==> src/rtl/wb_stage.sv <==
// wb_stage: writeback stage of the NPC core, driving the register file's
// single write port.
//
// Two producers hand over completed results on valid/ready handshakes:
// EXU (ALU/jump link values) and LSU (raw 32-bit load words). A round-robin
// arbiter grants at most one producer per cycle. The LSU word is aligned and
// sign/zero-extended. Writes to x0 and misaligned loads are suppressed. The
// chosen write is registered onto rf_*. Every accepted transaction is counted.
//
// Optional macro WB_FORWARD_EN adds a combinational bypass of the write that
// lands this cycle (ports fwd_raddr, fwd_rf_data, fwd_data).
//
// Ports:
//   clk, rst          clock, synchronous active-high reset
//   exu_valid/ready   EXU handshake; exu_rd, exu_data carry the result
//   lsu_valid/ready   LSU handshake; lsu_rd, lsu_rdata, lsu_offset,
//                     lsu_size (00 B, 01 H, 10 W, 11 reserved), lsu_unsigned
//   rf_wen/waddr/wdata registered register-file write port
//   misalign_err      registered one-cycle pulse for a dropped misaligned load
//   retire_cnt        accepted-transaction counter (wraps)
module wb_stage #(
  parameter int ADDR_WIDTH = 5,
  parameter int DATA_WIDTH = 32,
  parameter int CNT_WIDTH  = 32
) (
  input  logic                  clk,
  input  logic                  rst,
  input  logic                  exu_valid,
  output logic                  exu_ready,
  input  logic [ADDR_WIDTH-1:0] exu_rd,
  input  logic [DATA_WIDTH-1:0] exu_data,
  input  logic                  lsu_valid,
  output logic                  lsu_ready,
  input  logic [ADDR_WIDTH-1:0] lsu_rd,
  input  logic [DATA_WIDTH-1:0] lsu_rdata,
  input  logic [1:0]            lsu_offset,
  input  logic [1:0]            lsu_size,
  input  logic                  lsu_unsigned,
  output logic                  rf_wen,
  output logic [ADDR_WIDTH-1:0] rf_waddr,
  output logic [DATA_WIDTH-1:0] rf_wdata,
  output logic                  misalign_err,
  output logic [CNT_WIDTH-1:0]  retire_cnt
`ifdef WB_FORWARD_EN
  ,
  input  logic [ADDR_WIDTH-1:0] fwd_raddr,
  input  logic [DATA_WIDTH-1:0] fwd_rf_data,
  output logic [DATA_WIDTH-1:0] fwd_data
`endif
);

  localparam logic GRANT_EXU = 1'b0;
  localparam logic GRANT_LSU = 1'b1;

  localparam logic [1:0] SIZE_B = 2'b00;
  localparam logic [1:0] SIZE_H = 2'b01;
  localparam logic [1:0] SIZE_W = 2'b10;

  logic                  last_grant_q;
  logic                  rf_wen_q, rf_wen_d;
  logic [ADDR_WIDTH-1:0] rf_waddr_q, rf_waddr_d;
  logic [DATA_WIDTH-1:0] rf_wdata_q, rf_wdata_d;
  logic                  misalign_q, misalign_d;
  logic [CNT_WIDTH-1:0]  cnt_q;

  logic                  conflict;
  logic                  grant_exu, grant_lsu;
  logic                  accept;
  logic                  misaligned;
  logic [DATA_WIDTH-1:0] byte_shift, half_shift;
  logic [7:0]            byte_val;
  logic [15:0]           half_val;
  logic [DATA_WIDTH-1:0] load_val;

  // Arbitration uses only valids and last_grant, so ready never depends on data.
  assign conflict  = exu_valid & lsu_valid;
  assign grant_exu = exu_valid & (~lsu_valid | (last_grant_q == GRANT_LSU));
  assign grant_lsu = lsu_valid & (~exu_valid | (last_grant_q == GRANT_EXU));
  assign exu_ready = ~rst & grant_exu;
  assign lsu_ready = ~rst & grant_lsu;
  assign accept    = exu_ready | lsu_ready;

  assign misaligned = ((lsu_size == SIZE_H) & lsu_offset[0])
                    | ((lsu_size == SIZE_W) & (lsu_offset != 2'b00))
                    | (lsu_size == 2'b11);

  // Shift the selected lane down to bit 0 and then take the low bits.
  assign byte_shift = lsu_rdata >> {lsu_offset, 3'b000};
  assign half_shift = lsu_rdata >> {lsu_offset[1], 4'b0000};
  assign byte_val   = byte_shift[7:0];
  assign half_val   = half_shift[15:0];

  always_comb begin
    load_val = lsu_rdata;
    case (lsu_size)
      SIZE_B:  load_val = {{(DATA_WIDTH-8){~lsu_unsigned & byte_val[7]}}, byte_val};
      SIZE_H:  load_val = {{(DATA_WIDTH-16){~lsu_unsigned & half_val[15]}}, half_val};
      default: load_val = lsu_rdata;
    endcase
  end

  always_comb begin
    rf_wen_d   = 1'b0;
    rf_waddr_d = rf_waddr_q;
    rf_wdata_d = rf_wdata_q;
    misalign_d = 1'b0;
    if (lsu_ready) begin
      misalign_d = misaligned;
      if (!misaligned && lsu_rd != '0) begin
        rf_wen_d   = 1'b1;
        rf_waddr_d = lsu_rd;
        rf_wdata_d = load_val;
      end
    end else if (exu_ready && exu_rd != '0) begin
      rf_wen_d   = 1'b1;
      rf_waddr_d = exu_rd;
      rf_wdata_d = exu_data;
    end
  end

  always_ff @(posedge clk) begin
    if (rst) begin
      last_grant_q <= GRANT_EXU;
      rf_wen_q     <= 1'b0;
      rf_waddr_q   <= '0;
      rf_wdata_q   <= '0;
      misalign_q   <= 1'b0;
      cnt_q        <= '0;
    end else begin
      if (conflict) begin
        last_grant_q <= grant_lsu ? GRANT_LSU : GRANT_EXU;
      end
      rf_wen_q   <= rf_wen_d;
      rf_waddr_q <= rf_waddr_d;
      rf_wdata_q <= rf_wdata_d;
      misalign_q <= misalign_d;
      cnt_q      <= cnt_q + CNT_WIDTH'(accept);
    end
  end

  assign rf_wen       = rf_wen_q;
  assign rf_waddr     = rf_waddr_q;
  assign rf_wdata     = rf_wdata_q;
  assign misalign_err = misalign_q;
  assign retire_cnt   = cnt_q;

`ifdef WB_FORWARD_EN
  assign fwd_data = (rf_wen_q && (rf_waddr_q == fwd_raddr) && (fwd_raddr != '0))
                    ? rf_wdata_q : fwd_rf_data;
`endif

endmodule

==> config.mk <==
export PLATFORM = sky130hd
export DESIGN_NAME = wb_stage
export DESIGN_NICKNAME = d
export VERILOG_FILES = /design/src/rtl/wb_stage.sv
export SDC_FILE = /design/constraint.sdc
export NUM_CORES = 1
export LEC_CHECK = 0
export BUFFER_PORTS_ARGS = -buffer_cell sky130_fd_sc_hd__buf_2
export CAP_MARGIN = 30
export CELL_PAD_IN_SITES_DETAIL_PLACEMENT = 0
export CELL_PAD_IN_SITES_GLOBAL_PLACEMENT = 1
export CORE_ASPECT_RATIO = 1.1
export CORE_MARGIN = 1
export CORE_UTILIZATION = 33
export DETAILED_ROUTE_END_ITERATION = 16
export HOLD_SLACK_MARGIN = 0.02
export PLACE_DENSITY = 0.88
export REMOVE_ABC_BUFFERS = 1
export SYNTH_ARGS = -nofsm -noshare
export SYNTH_HDL_FRONTEND = slang
export SYNTH_SLANG_ARGS = --single-unit
==> constraint.sdc <==
create_clock -name clk -period 3.35 [get_ports clk]
set_clock_uncertainty 0.2 [all_clocks]
set_input_delay 0.1675 -clock clk [delete_from_list [all_inputs] [get_ports clk]]
set_output_delay 0.1675 -clock clk [all_outputs]
set_load 0.05 [all_outputs]
==> reports/metrics.yaml <==
fin_crit_sh_pct: 89.4
synthCells: 451
grt_max_degree: 54
core_sq_um: 10500
critical_path_class: "input port to flop"
htreeDepth: 3
cp_top_family: "buffers and inverters"
holdPathStages: 3
hold_path.startpoint: "lsu_rdata[6]"
clk_latency_ns: 0.34
ys_warn_count: 0
syn_avg_cell_area_sq_um: 7.98
hpwl_microns: 8540
finalSetupTns_ns: 0
asyncSetResetFlopFracSynth_pct: 0
numCtsBuffers: 9
setup_viol: 0
drc: 0
finalCriticalPeriod_ns: 3.00
slew_headroom_pct: 47.7
cellLeakagePower_nw: 2.41
reg2reg_depth: 8
hp-class: "input port to flop"
place.port_buffers: 155
routed_wl_microns: 12200
via_per_inst: 5.17
clock_sinks: 72
grt_pass1_wl_microns: 19500
syn-cell-area_sq_um: 3600
path_buf_inv: 7
internal_power_mw: 1.74
die-area_sq_um: 11300
first_global_vias: 3952
cts_buffer_depth: 2
firstDrtPassIters: 4
worstPathArrival_ns: 3.01
ys_seq_area_share_pct: 40.0
worst-path-max-fanout: 40
start_util_pct: 34.3
drv_cap: 0
synth_edf_count: 0
track_usage_pct: 22.2
power.clock.fraction_pct: 39.3
vias: 4098
drt_iter0_markers: 158
finalNetCount: 729
cts.root.buffer_cell: "clkbuf_16"
path_cells: "dlygate4sd3_1 -> buf_2 -> inv_2 -> nand3_1 -> buf_4 -> inv_1 -> buf_4 -> nor2_1 -> o31ai_1 -> dlygate4sd3_1"
ir_worst_vdd_v: 0.000212
regToRegEndpoint: "rf_wdata[0]"
p_seq_share_pct: 36.9
path_clk_slew_ns: 0.06
slowest_stage: "dlygate4sd3_1"
cts_tree: "done"
required_ns: 3.37
rows: 39
max_freq_mhz: 334
finalPower_mw: 2.59
synth.distinct_cells: 47
reg2reg_from: "last_grant_q"
status: "finished clean"
die_height_microns: 112
worstSetupStartpointType: "input port"
grt_antenna_before_repair: 2
power_frac_comb_pct: 23.8
critical-path-max-stage-delay_ns: 0.59
hold_viol: 0
synth_flop_cell: "dfxtp_1"
top_layer_used: "met5"
p_sw_mw: 0.848
rrSetupSlack_ns: 0.67
dr_wl_met2_microns: 6030
rsz0062_at_grt: "false"
antenna_left: 0
min_delay_worst_endpoint: "rf_wdata[6]"
io_pins: 156
worst_setup_path_end_kind: "flop"
place_congestion: 0.806
overflow: 0
p_per_area_nw_per_um2: 487
swShare_pct: 32.8
synthToLayoutAreaGrowth_pct: 47.6
met3WireLength_microns: 971
wl_met1_microns: 4870
synth-seq-cells: 72
wl_per_cell_microns: 15.4
finalMaxSlewViolations: 0
drive_above_1_share_pct: 29.0
worst_slew_pin_slew_ns: 0.777
chipWidth_microns: 102
[power groups by stage]
stage | clock network (mW) | registers, mW | logic [mW]
6_report | 1.02 | 0.954 | 0.616
3_5_place_dp | 0 | 0.972 | 0.561
3_3_place_gp | 0 | 0.971 | 0.553
4_1_cts | 1.03 | 0.954 | 0.614
5_1_grt | 1.08 | 0.961 | 0.657
2_1_floorplan | 0 | 1.18 | 0.155
[synth_stat cells (all sizes together) (4+ instances only)]
cell type	n	area [sq um]
nor2	43	161
o31ai	12	90.1
a31oi	20	125
a21oi	43	215
or3	5	31.3
xor2	23	201
dfxtp	72	1440
nand3	38	190
a41oi	7	68.8
a221oi	6	52.6
nand4	10	68.8
o21ai	14	70.1
and2	4	25.0
inv	7	26.3
clkbuf	17	63.8
nand2	55	206
nor4	4	37.5
xnor2	5	43.8
buf	17	90.1
mux2i	5	50.1
and3	16	100
[registers in the layout, indices dropped and copies added (netlist names)]
name / cells
retire_cnt: 32
rf_wdata: 32
rf_waddr: 5
last_grant_q: 1
misalign_err: 1
rf_wen: 1
[layout by cell type (no fill, tap or decap), types with 12 or more instances in the layout]
master         count
buf_2            155
nand3_1           38
a21oi_1           43
and3_1            16
o21ai_0           13
dlygate4sd3_1     55
o31ai_1           12
nor2_1            43
nand2_1           55
a31oi_1           20
xor2_1            23
dfxtp_1           72
[worst register-to-register path, delay by kind of cell, from the launching register on]
| kind | cells | cell delay (ns) |
|---|---|---|
| buf+inv | 4 | 1.59 |
| flops | 1 | 0.37 |
| simple gates | 3 | 0.33 |
| compound gates | 1 | 0.07 |
[repair_timing]
item / 4_1_cts / 5_1_grt
hold buffers: 55 / 0
setup endpoints to repair: 0 / 30
endpoints found under the hold margin: 47 / 0
resized for setup: 0 / 1
setup buffers: 0 / 0
[metal layers]
| layer | vias up | global-route usage (%) |
|---|---|---|
| met5 | - | 0 |
| li1 | 2012 | - |
| met1 | 1897 | 24.5 |
| met4 | 2 | 11.0 |
| met3 | 31 | 7.22 |
| met2 | 156 | 37.7 |
[cells by family (layout without fill, tap and decap cells)]
family / after synthesis / after routing / share of synthesized area, %
simple gates: 185 / 185 / 24.6
compound gates: 112 / 112 / 19.7
flops: 72 / 72 / 40.0
buf+inv: 43 / 241 / 5.25
xor+xnor: 28 / 28 / 6.81
mux: 9 / 9 / 2.95
fa+ha+maj: 2 / 2 / 0.695
other cells: 0 / 1 / 0
[final cells by class]
class / count / area (sq um)
fill: 1030 / 5170
multi-input combinational: 336 / 1970
sequential: 72 / 1440
timing repair buffer: 216 / 1370
clock buffer: 11 / 253
tap: 143 / 179
clock inverter: 5 / 62.6
inverter: 9 / 36.3
antenna: 1 / 2.50
[worst max-delay path by stage]
stage,endpoint,cells after the start,startpoint
6_report,rf_wdata[0],10,rst
3_5_place_dp,rf_wdata[8],7,exu_rd[2]
3_3_place_gp,rf_wdata[8],7,exu_rd[2]
4_1_cts,rf_wdata[22],8,exu_rd[2]
2_1_floorplan,rf_wdata[23],6,rst
5_1_grt,rf_wdata[0],10,rst
[per-stage QoR]
step / setup slack, ns / hold WS (ns) / area [sq um] / cells / util [%]
6_report: 0.354 / 0.0270 / 5320 / 793 / 50.7
5_1_grt: 0.207 / 0.0409 / 5320 / 793 / 50.7
4_1_cts: 0.0490 / 0.0243 / 5310 / 792 / 50.6
3_5_place_dp: 0.251 / 0.238 / 4450 / 721 / 42.4
3_3_place_gp: 0.339 / 0.227 / 4450 / 721 / 42.4
2_1_floorplan: 0.258 / 0.0366 / 3450 / 417 / -
Power figures use the tool's default switching activity.
